===== src/rtl/mio_bus_arbiter.sv =====
// -----------------------------------------------------------------------------
// mio_bus_arbiter
// Shares one synchronous memory/MIO port between the multi-cycle CPU (port A)
// and a secondary master such as a DMA or debug loader (port B). A winning
// request is latched in IDLE, driven onto the memory port for WAIT_CYCLES+1
// ACCESS cycles, and completed by a one-cycle ready pulse in RESP. One IDLE
// cycle always separates two transactions.
//
// Parameters:
//   ADDR_W        address width of all ports
//   DATA_W        data width of all ports
//   WAIT_CYCLES   extra memory wait cycles per access (0..15)
//   CPU_PRIORITY  1 = CPU wins every tie, 0 = round-robin between masters
//
// Ports:
//   clk, reset                  clock and synchronous active-high reset
//   cpu_req/we/addr/wdata       CPU request, held until cpu_ready
//   cpu_rdata, cpu_ready        CPU read data and completion pulse
//   dma_req/we/addr/wdata       secondary-master request
//   dma_rdata, dma_ready        secondary-master read data and completion pulse
//   mem_en/we/addr/wdata        shared memory port (all registered)
//   mem_rdata                   memory read data, valid by end of last ACCESS
//   grant                       one-hot owner: [0] CPU, [1] secondary
//   busy                        high whenever the arbiter is not IDLE
// -----------------------------------------------------------------------------
module mio_bus_arbiter #(
    parameter int ADDR_W       = 32,
    parameter int DATA_W       = 32,
    parameter int WAIT_CYCLES  = 1,
    parameter int CPU_PRIORITY = 0
) (
    input  logic              clk,
    input  logic              reset,
    input  logic              cpu_req,
    input  logic              cpu_we,
    input  logic [ADDR_W-1:0] cpu_addr,
    input  logic [DATA_W-1:0] cpu_wdata,
    output logic [DATA_W-1:0] cpu_rdata,
    output logic              cpu_ready,
    input  logic              dma_req,
    input  logic              dma_we,
    input  logic [ADDR_W-1:0] dma_addr,
    input  logic [DATA_W-1:0] dma_wdata,
    output logic [DATA_W-1:0] dma_rdata,
    output logic              dma_ready,
    output logic              mem_en,
    output logic              mem_we,
    output logic [ADDR_W-1:0] mem_addr,
    output logic [DATA_W-1:0] mem_wdata,
    input  logic [DATA_W-1:0] mem_rdata,
    output logic [1:0]        grant,
    output logic              busy
);

    typedef enum logic [1:0] {
        ST_IDLE   = 2'd0,
        ST_ACCESS = 2'd1,
        ST_RESP   = 2'd2
    } state_t;

    // Terminal value of the wait counter; ACCESS lasts LP_LAST_WAIT+1 cycles.
    localparam logic [3:0] LP_LAST_WAIT = 4'(WAIT_CYCLES);

    state_t            r_state;
    logic [3:0]        r_waitCnt;
    logic              r_lastGrantDma;
    logic              r_isWrite;
    logic [1:0]        r_grant;
    logic              r_busy;
    logic              r_cpuReady;
    logic              r_dmaReady;
    logic              r_memEn;
    logic              r_memWe;
    logic [ADDR_W-1:0] r_memAddr;
    logic [DATA_W-1:0] r_memWdata;
    logic [DATA_W-1:0] r_cpuRdata;
    logic [DATA_W-1:0] r_dmaRdata;

    logic              w_anyReq;
    logic              w_pickDma;
    logic              w_winWe;
    logic [ADDR_W-1:0] w_winAddr;
    logic [DATA_W-1:0] w_winWdata;

    // Winner selection. On a tie, round-robin favours whichever master did
    // not win last time; r_lastGrantDma resets high so the CPU wins the
    // first tie after reset.
    always_comb begin
        w_anyReq = cpu_req | dma_req;
        if (cpu_req && dma_req) begin
            w_pickDma = (CPU_PRIORITY != 0) ? 1'b0 : ~r_lastGrantDma;
        end else begin
            w_pickDma = dma_req;
        end
        w_winWe    = w_pickDma ? dma_we    : cpu_we;
        w_winAddr  = w_pickDma ? dma_addr  : cpu_addr;
        w_winWdata = w_pickDma ? dma_wdata : cpu_wdata;
    end

    // Arbiter FSM with all outputs registered. The memory address and write
    // data registers double as the transaction latch, so later changes on
    // the master's inputs cannot disturb an access in flight. Reset in any
    // state aborts the transaction and clears both read-data registers.
    always_ff @(posedge clk) begin
        if (reset) begin
            r_state        <= ST_IDLE;
            r_waitCnt      <= 4'd0;
            r_lastGrantDma <= 1'b1;
            r_isWrite      <= 1'b0;
            r_grant        <= 2'b00;
            r_busy         <= 1'b0;
            r_cpuReady     <= 1'b0;
            r_dmaReady     <= 1'b0;
            r_memEn        <= 1'b0;
            r_memWe        <= 1'b0;
            r_memAddr      <= '0;
            r_memWdata     <= '0;
            r_cpuRdata     <= '0;
            r_dmaRdata     <= '0;
        end else begin
            case (r_state)
                ST_IDLE: begin
                    if (w_anyReq) begin
                        r_state        <= ST_ACCESS;
                        r_waitCnt      <= 4'd0;
                        r_lastGrantDma <= w_pickDma;
                        r_grant        <= w_pickDma ? 2'b10 : 2'b01;
                        r_busy         <= 1'b1;
                        r_isWrite      <= w_winWe;
                        r_memEn        <= 1'b1;
                        r_memWe        <= w_winWe;
                        r_memAddr      <= w_winAddr;
                        r_memWdata     <= w_winWdata;
                    end
                end
                ST_ACCESS: begin
                    // Write strobe is confined to the first ACCESS cycle.
                    r_memWe <= 1'b0;
                    if (r_waitCnt == LP_LAST_WAIT) begin
                        r_state <= ST_RESP;
                        r_memEn <= 1'b0;
                        if (r_grant[0]) begin
                            r_cpuReady <= 1'b1;
                            if (!r_isWrite) begin
                                r_cpuRdata <= mem_rdata;
                            end
                        end else begin
                            r_dmaReady <= 1'b1;
                            if (!r_isWrite) begin
                                r_dmaRdata <= mem_rdata;
                            end
                        end
                    end else begin
                        r_waitCnt <= r_waitCnt + 4'd1;
                    end
                end
                ST_RESP: begin
                    r_state    <= ST_IDLE;
                    r_cpuReady <= 1'b0;
                    r_dmaReady <= 1'b0;
                    r_grant    <= 2'b00;
                    r_busy     <= 1'b0;
                end
                default: begin
                    r_state <= ST_IDLE;
                end
            endcase
        end
    end

    assign cpu_rdata = r_cpuRdata;
    assign cpu_ready = r_cpuReady;
    assign dma_rdata = r_dmaRdata;
    assign dma_ready = r_dmaReady;
    assign mem_en    = r_memEn;
    assign mem_we    = r_memWe;
    assign mem_addr  = r_memAddr;
    assign mem_wdata = r_memWdata;
    assign grant     = r_grant;
    assign busy      = r_busy;

endmodule


===== config.mk =====
export PLATFORM = sky130hd
export DESIGN_NAME = mio_bus_arbiter
export DESIGN_NICKNAME = d
export VERILOG_FILES = /design/src/rtl/mio_bus_arbiter.sv
export SDC_FILE = /design/constraint.sdc
export NUM_CORES = 1
export LEC_CHECK = 0
export CORE_ASPECT_RATIO = 0.9
export CORE_MARGIN = 2
export CORE_UTILIZATION = 30
export DETAILED_ROUTE_END_ITERATION = 7
export DONT_BUFFER_PORTS = 1
export PLACE_DENSITY = 0.49
export SYNTH_ARGS = -nofsm -noshare
export SYNTH_HDL_FRONTEND = slang
export SYNTH_SLANG_ARGS = --single-unit

===== constraint.sdc =====
create_clock -name clk -period 2.01 [get_ports clk]
set_input_delay 0.402 -clock clk [delete_from_list [all_inputs] [get_ports clk]]
set_output_delay 0.402 -clock clk [all_outputs]
set_load 0.01 [all_outputs]

Word level (Yosys, flattened, before mapping)
Index checks and enable logic that the tools add are counted.
W data, S select, Z words.
{"block": "totals", "inputBits": 166, "regBits": 143, "output_inout_bits": 135}
{"block": "classes", "bitwise_logic": 4, "n_addsub": 1, "mux": 25, "n_reduce_logical": 15, "eq_ne": 8}
{"cell": "$mux W32", "n": 2}
{"cell": "$reduce_and A3 Y1", "n": 4}
{"cell": "$ne A2 B2 Y1 const B", "n": 5}
{"cell": "$pmux W1 S2", "n": 5}
{"cell": "$mux W1", "n": 9}
{"cell": "$mux W2", "n": 4}
{"cell": "$mux W4", "n": 2}
{"cell": "$pmux W2 S2", "n": 2}
{"cell": "$pmux W4 S2", "n": 1}
{"cell": "$reduce_and A2 Y1", "n": 4}
{"cell": "$reduce_and A4 Y1", "n": 2}
{"cell": "$reduce_bool A2 Y1", "n": 3}
{"cell": "$add A4 B1 Y4 const B", "n": 1}
{"cell": "$eq A4 B1 Y1 const B", "n": 1}
{"cell": "$not A1 Y1", "n": 3}
{"cell": "$eq A2 B1 Y1 const B", "n": 1}
{"cell": "$eq A2 B2 Y1 const B", "n": 1}
{"cell": "$logic_not A2 Y1", "n": 1}
{"cell": "$logic_and A1 B1 Y1", "n": 1}
{"cell": "$or A1 B1 Y1", "n": 1}

Longest topological paths before layout
{"block": "depth", "word_depth": 5, "ltp_mapped": 7, "ltp_nobuf": 5}

Worst setup path after synthesis
OpenSTA, ideal clock, no wires.
{"block": "synth_path", "path_kind": "flip-flop to flip-flop", "startpoint": "reg r_waitCnt[0]", "endpoint": "reg r_cpuRdata[28], in the netlist cpu_rdata[28]", "setup_time_ps": 132, "arrival_time_ps": 1452, "required_time_ps": 1878, "synth_period_minus_slack_ps": 1585, "slack_ps": 425, "path_stages_with_launch": 7, "cell_sequence": "dfxtp_1 -> ha_1 -> or3b_4 -> buf_6 -> clkbuf_1 -> o21ai_0 -> a21oi_1"}
{"block": "synth_between", "elab_chain_cells": 2}
{"element": "start: declaration", "line_no": "65", "source": "logic [3:0] r_waitCnt;"}
{"element": "start signal: assignment", "line_no": "154", "source": "r_waitCnt <= r_waitCnt + 4'd1;"}
{"element": "$eq A4 B1 Y1", "line_no": "139", "source": "if (r_waitCnt == LP_LAST_WAIT) begin"}
{"element": "$reduce_and A4 Y1 (no source line)"}
{"element": "end signal: assignment", "line_no": "145", "source": "r_cpuRdata <= mem_rdata;"}
{"element": "end: declaration", "line_no": "76", "source": "logic [DATA_W-1:0] r_cpuRdata;"}
Every way passes these cells.
A chain may end at the register's enable or synchronous reset.

Worst setup path after layout
{"block": "layout_path", "startpoint": "reg r_state[1]", "endpoint": "reg r_waitCnt[3]"}
{"block": "layout_between", "elab_chain_cells": 3}
{"element": "start: declaration", "line_no": "64", "source": "state_t r_state;"}
{"element": "start signal: assignment", "line_no": "106", "source": "r_state <= ST_IDLE;"}
{"element": "start signal: assignment", "line_no": "124", "source": "r_state <= ST_ACCESS;"}
{"element": "start signal: assignment", "line_no": "140", "source": "r_state <= ST_RESP;"}
{"element": "$eq A2 B1 Y1 or $logic_not A2 Y1 (tied branches)", "line_no": "121", "source": "case (r_state)"}
{"element": "$ne A2 B2 Y1 (no source line) or $reduce_bool A2 Y1 (tied branches)"}
{"element": "$reduce_and A3 Y1 (no source line)"}
Parallel ways exist; a longest one is shown, timed or not.

==> impl_metrics.csv <==
group,metric,value,unit
timing,final-hold-violation-count,0,
timing,max_freq,0.582,GHz
final_layout,final-seq-area,2860,um2
timing,rsz_0062_raised_after_global_routing,"false",
drt,drt_wl_total,20600,um
pwr,p_switching,1.93,mW
critical_path,critPathCaptureType,"flop",
final_layout,antenna-diode-count,0,
die,fp.dieArea,21400,um2
critical_path,critical_path.max_stage_delay,0.44,ns
grt,total_gr_overflow,0,
placed_design,gp_congestion,0.788,
cts,cts_made_buffers,17,
critical_path,worstSetupStartpointType,"flop",
logic_synthesis,synth.cell_area,6060,um2
timing,finalSetupTns,0,ns
logic_synthesis,sequential_share_of_the_synthesized_area,0.472,
min_path,min-delay-path-class,"in2reg",
drt,detail_route.wl_per_cell,21.8,um
grt,antenna_found_initial,0,
drt,initialDrtViolationCount,492,
cts,clk_path_buf_depth,2,
critical_path,timing.rr.end,"r_waitCnt[3]",
cts,clkSlewWorstSetupHoldPaths,0.07,ns
logic_synthesis,syn-mean-instance-area,8.24,um2
grt,first_global_vias,5451,
cts,clock_tree.root_cell,"clkbuf_16",
timing,finalSetupViolations,0,
cts,clock_latency,0.42,ns
critical_path,crit_path_start,"r_state[1]",
die,num_rows,49,
final_layout,finish.utilization,0.341,
timing,finClkSkew,0.0126,ns
final_layout,drive_above_1_share,0.0797,
drt,final_antenna_net_count,0,
cts,h_tree_lvls,4,
critical_path,timing.critical_path.slowest_stage_cell,"or2_2",
cts,cts_tree,"done",
timing,pins_over_their_slew_limit,0,
pwr,power.internal,4.97,mW
min_path,worstHoldStart,"reset",
pwr,sequentialPowerShare,0.459,
critical_path,r2r_slack,0.29,ns
run,cap_violations,0,
critical_path,worst-setup-path-type,"reg2reg",
cts,cts_setup_buffers,0,
grt,grt_first_pass_wirelength,31200,um
drt,drc,0,
run_status,status,"finished, final reports clean",
final_layout,num-fill-cells,2041,
die,die_h,139,um
critical_path,cp_max_fo,36,
logic_synthesis,yosysWarningCount,0,
die,core_area,19900,um2
critical_path,number_of_cells_traversed_by_the_worst_register_to_register_path,5,
pwr,share_comb_of_total_power,0.104,
timing,slew-limit-headroom,0.667,
logic_synthesis,synth_nets,904,
min_path,hold_end,"mem_wdata[22]",
critical_path,arrival_time_of_data_at_the_critical_path_endpoint,2.00,ns
final_layout,multi_input_area,2830,um2
placed_design,detailed_place_hpwl,13200,um
timing,fin_crit,1.72,ns
cts,cts_hold_repair.buffers,0,
final_layout,finalNetCount,845,
logic_synthesis,ys_seq_elements,143,
grt,pin_count_of_the_biggest_net_entering_global_routing,144,
pwr,powerDensity,1020,nW/um2
pwr,leakage_power_total,2.07,nW
grt,groute.usage.overall,0.182,
die,ios,301,
critical_path,worst_r2r_startpoint,"r_state[1]",
pwr,netSwitchingFraction,0.280,
placed_design,post-place-ws,0.304,ns
pwr,pwr-share-clk,0.437,
final_layout,area.growth.synth_to_final,11.9,%
pwr,irDropWorstVdd,0.441,mV
die,floorplan.initialDensity,0.304,
min_path,timing.hold.worst_path_depth,1,
timing,finalWorstSetupSlack,0.291,ns
timing,tightestPinTransition,0.495,ns
critical_path,crit_required,2.29,ns
placed_design,port-buffer-count,0,
drt,via_count,5755,
logic_synthesis,post_synth_num_cell_types,36,
timing,final.hold.worst_slack,0.0464,ns
cts,post_cts_resize_count,0,
logic_synthesis,netlist_instances,736,
critical_path,cp_cell_sequence,"or2_2 -> buf_12 -> buf_4 -> o21bai_1 -> a21oi_1",
cts,clock_sink_count,143,
die,dieWidth,154,um
drt,viasPerCell,6.09,
timing,period_share,0.855,
drt,detail_route.first_pass.iterations,5,
-- critical path, delay by kind of cell, from the launching register on --
kind | cells | cell delay, ns
AOI/OAI and AO/OA | 2 | 0.36
and+or+nand+nor | 1 | 0.44
DFF | 1 | 0.40
buffers and inverters | 2 | 0.39
-- synth_stat cells --
cell       instances  share of area
nand2b_1           3         0.0031
nor4b_2            1         0.0025
o21ba_2            1         0.0017
or4_1              1         0.0012
o21bai_1           1         0.0012
a21boi_0           1         0.0012
nor2b_1            1         0.0010
a31oi_1           61          0.063
nand3_1          127           0.10
a32oi_1            1         0.0014
nor3b_2            1         0.0021
or2_1              1         0.0010
o21ai_0           94          0.078
buf_2             37          0.031
ha_1               2         0.0041
o211ai_1           2         0.0025
o21ai_1           37          0.031
or3_1              4         0.0041
nand2_1            4         0.0025
and4bb_2           1         0.0021
dfxtp_1          143           0.47
nand4bb_1          1         0.0019
or4b_1             1         0.0017
o221ai_1           1         0.0014
nor2_1             3         0.0019
a21oi_1           74          0.061
buf_6              2         0.0037
or3b_4             1         0.0019
clkbuf_1          49          0.030
a221o_1            5         0.0083
nand4_1           61          0.063
and4b_1            5         0.0083
nor3_1             1        0.00082
a311oi_1           1         0.0014
buf_1              5         0.0031
inv_1              2         0.0012
-- power by group through the flow --
stage	Clock [mW]	Combinational, mW	Sequential, mW
2_1_floorplan	0	0.588	3.18
5_1_grt	3.22	0.791	3.18
3_3_place_gp	0	0.690	3.23
6_report	3.01	0.719	3.17
4_1_cts	3.10	0.714	3.17
3_5_place_dp	0	0.714	3.23
-- how the worst max path moves through the flow --
stage,cells past startpoint,slack (ns),end
final,5,0.29,r_waitCnt[3]
after global placement,5,0.38,r_waitCnt[2]
after detailed placement,5,0.30,r_waitCnt[3]
after global routing,3,0.21,r_lastGrantDma
after floorplan,6,0.43,cpu_rdata[28]
after CTS,5,0.30,r_waitCnt[3]
-- metal layers --
layer  global-route usage  up-vias  wire [um]
met5                    0        -          0
met4               0.0576        0        442
met3               0.0716       26       1940
met2                0.293      288       9630
met1                0.224     2774       8570
li1                     -     2667          -
-- stage by stage --
| step | area (um2) | cells | power (mW) |
|---|---|---|---|
| finish | 6790 | 945 | 6.90 |
| global route | 6790 | 945 | 7.20 |
| CTS | 6790 | 945 | 6.99 |
| detailed placement | 6230 | 913 | 3.95 |
| global placement | 6230 | 913 | 3.92 |
| floorplan | 6060 | 736 | 3.77 |
-- registers in the layout, indices dropped and copies added (netlist names) --
register,count
dma_rdata,32
dma_ready,1
r_state,2
mem_we,1
mem_wdata,32
mem_en,1
r_isWrite,1
grant,2
cpu_ready,1
busy,1
r_lastGrantDma,1
r_waitCnt,4
mem_addr,32
cpu_rdata,32
-- cell usage in the layout, fill, tap and decap left out, types with 2 or more instances in the layout --
master,n
dfxtp_1,143
clkbuf_16,17
ha_1,2
o21ai_1,37
clkinv_2,3
o211ai_1,2
nand2b_1,2
buf_12,8
a21oi_1,74
a31oi_1,61
nor2_4,2
inv_1,2
buf_4,7
nand4_1,61
clkinvlp_4,3
o21ai_0,94
nand3_1,127
clkbuf_1,2
and4b_1,5
nand2_1,4
inv_6,3
clkinv_4,2
a221o_1,5
or3_1,4
-- logic make-up (layout without fill, tap and decap cells) --
group,after synthesis,in the layout,share of synthesized area
adder cells (fa/ha/maj),2,2,0.00413
AND/OR/NAND/NOR,217,217,0.204
AO/OA/AOI/OAI,279,279,0.251
flip-flops,143,143,0.472
buffers and inverters,95,49,0.0689
-- area by class of cell --
class | count | area share
repair buffers | 15 | 0.0313
flip-flops and latches | 143 | 0.422
clock buffers | 20 | 0.0658
multi-input cells | 498 | 0.417
inverters | 2 | 0.00111
well taps | 255 | 0.0470
clock inverters | 12 | 0.0164
Note: power is estimated with default switching activity, not from simulation.
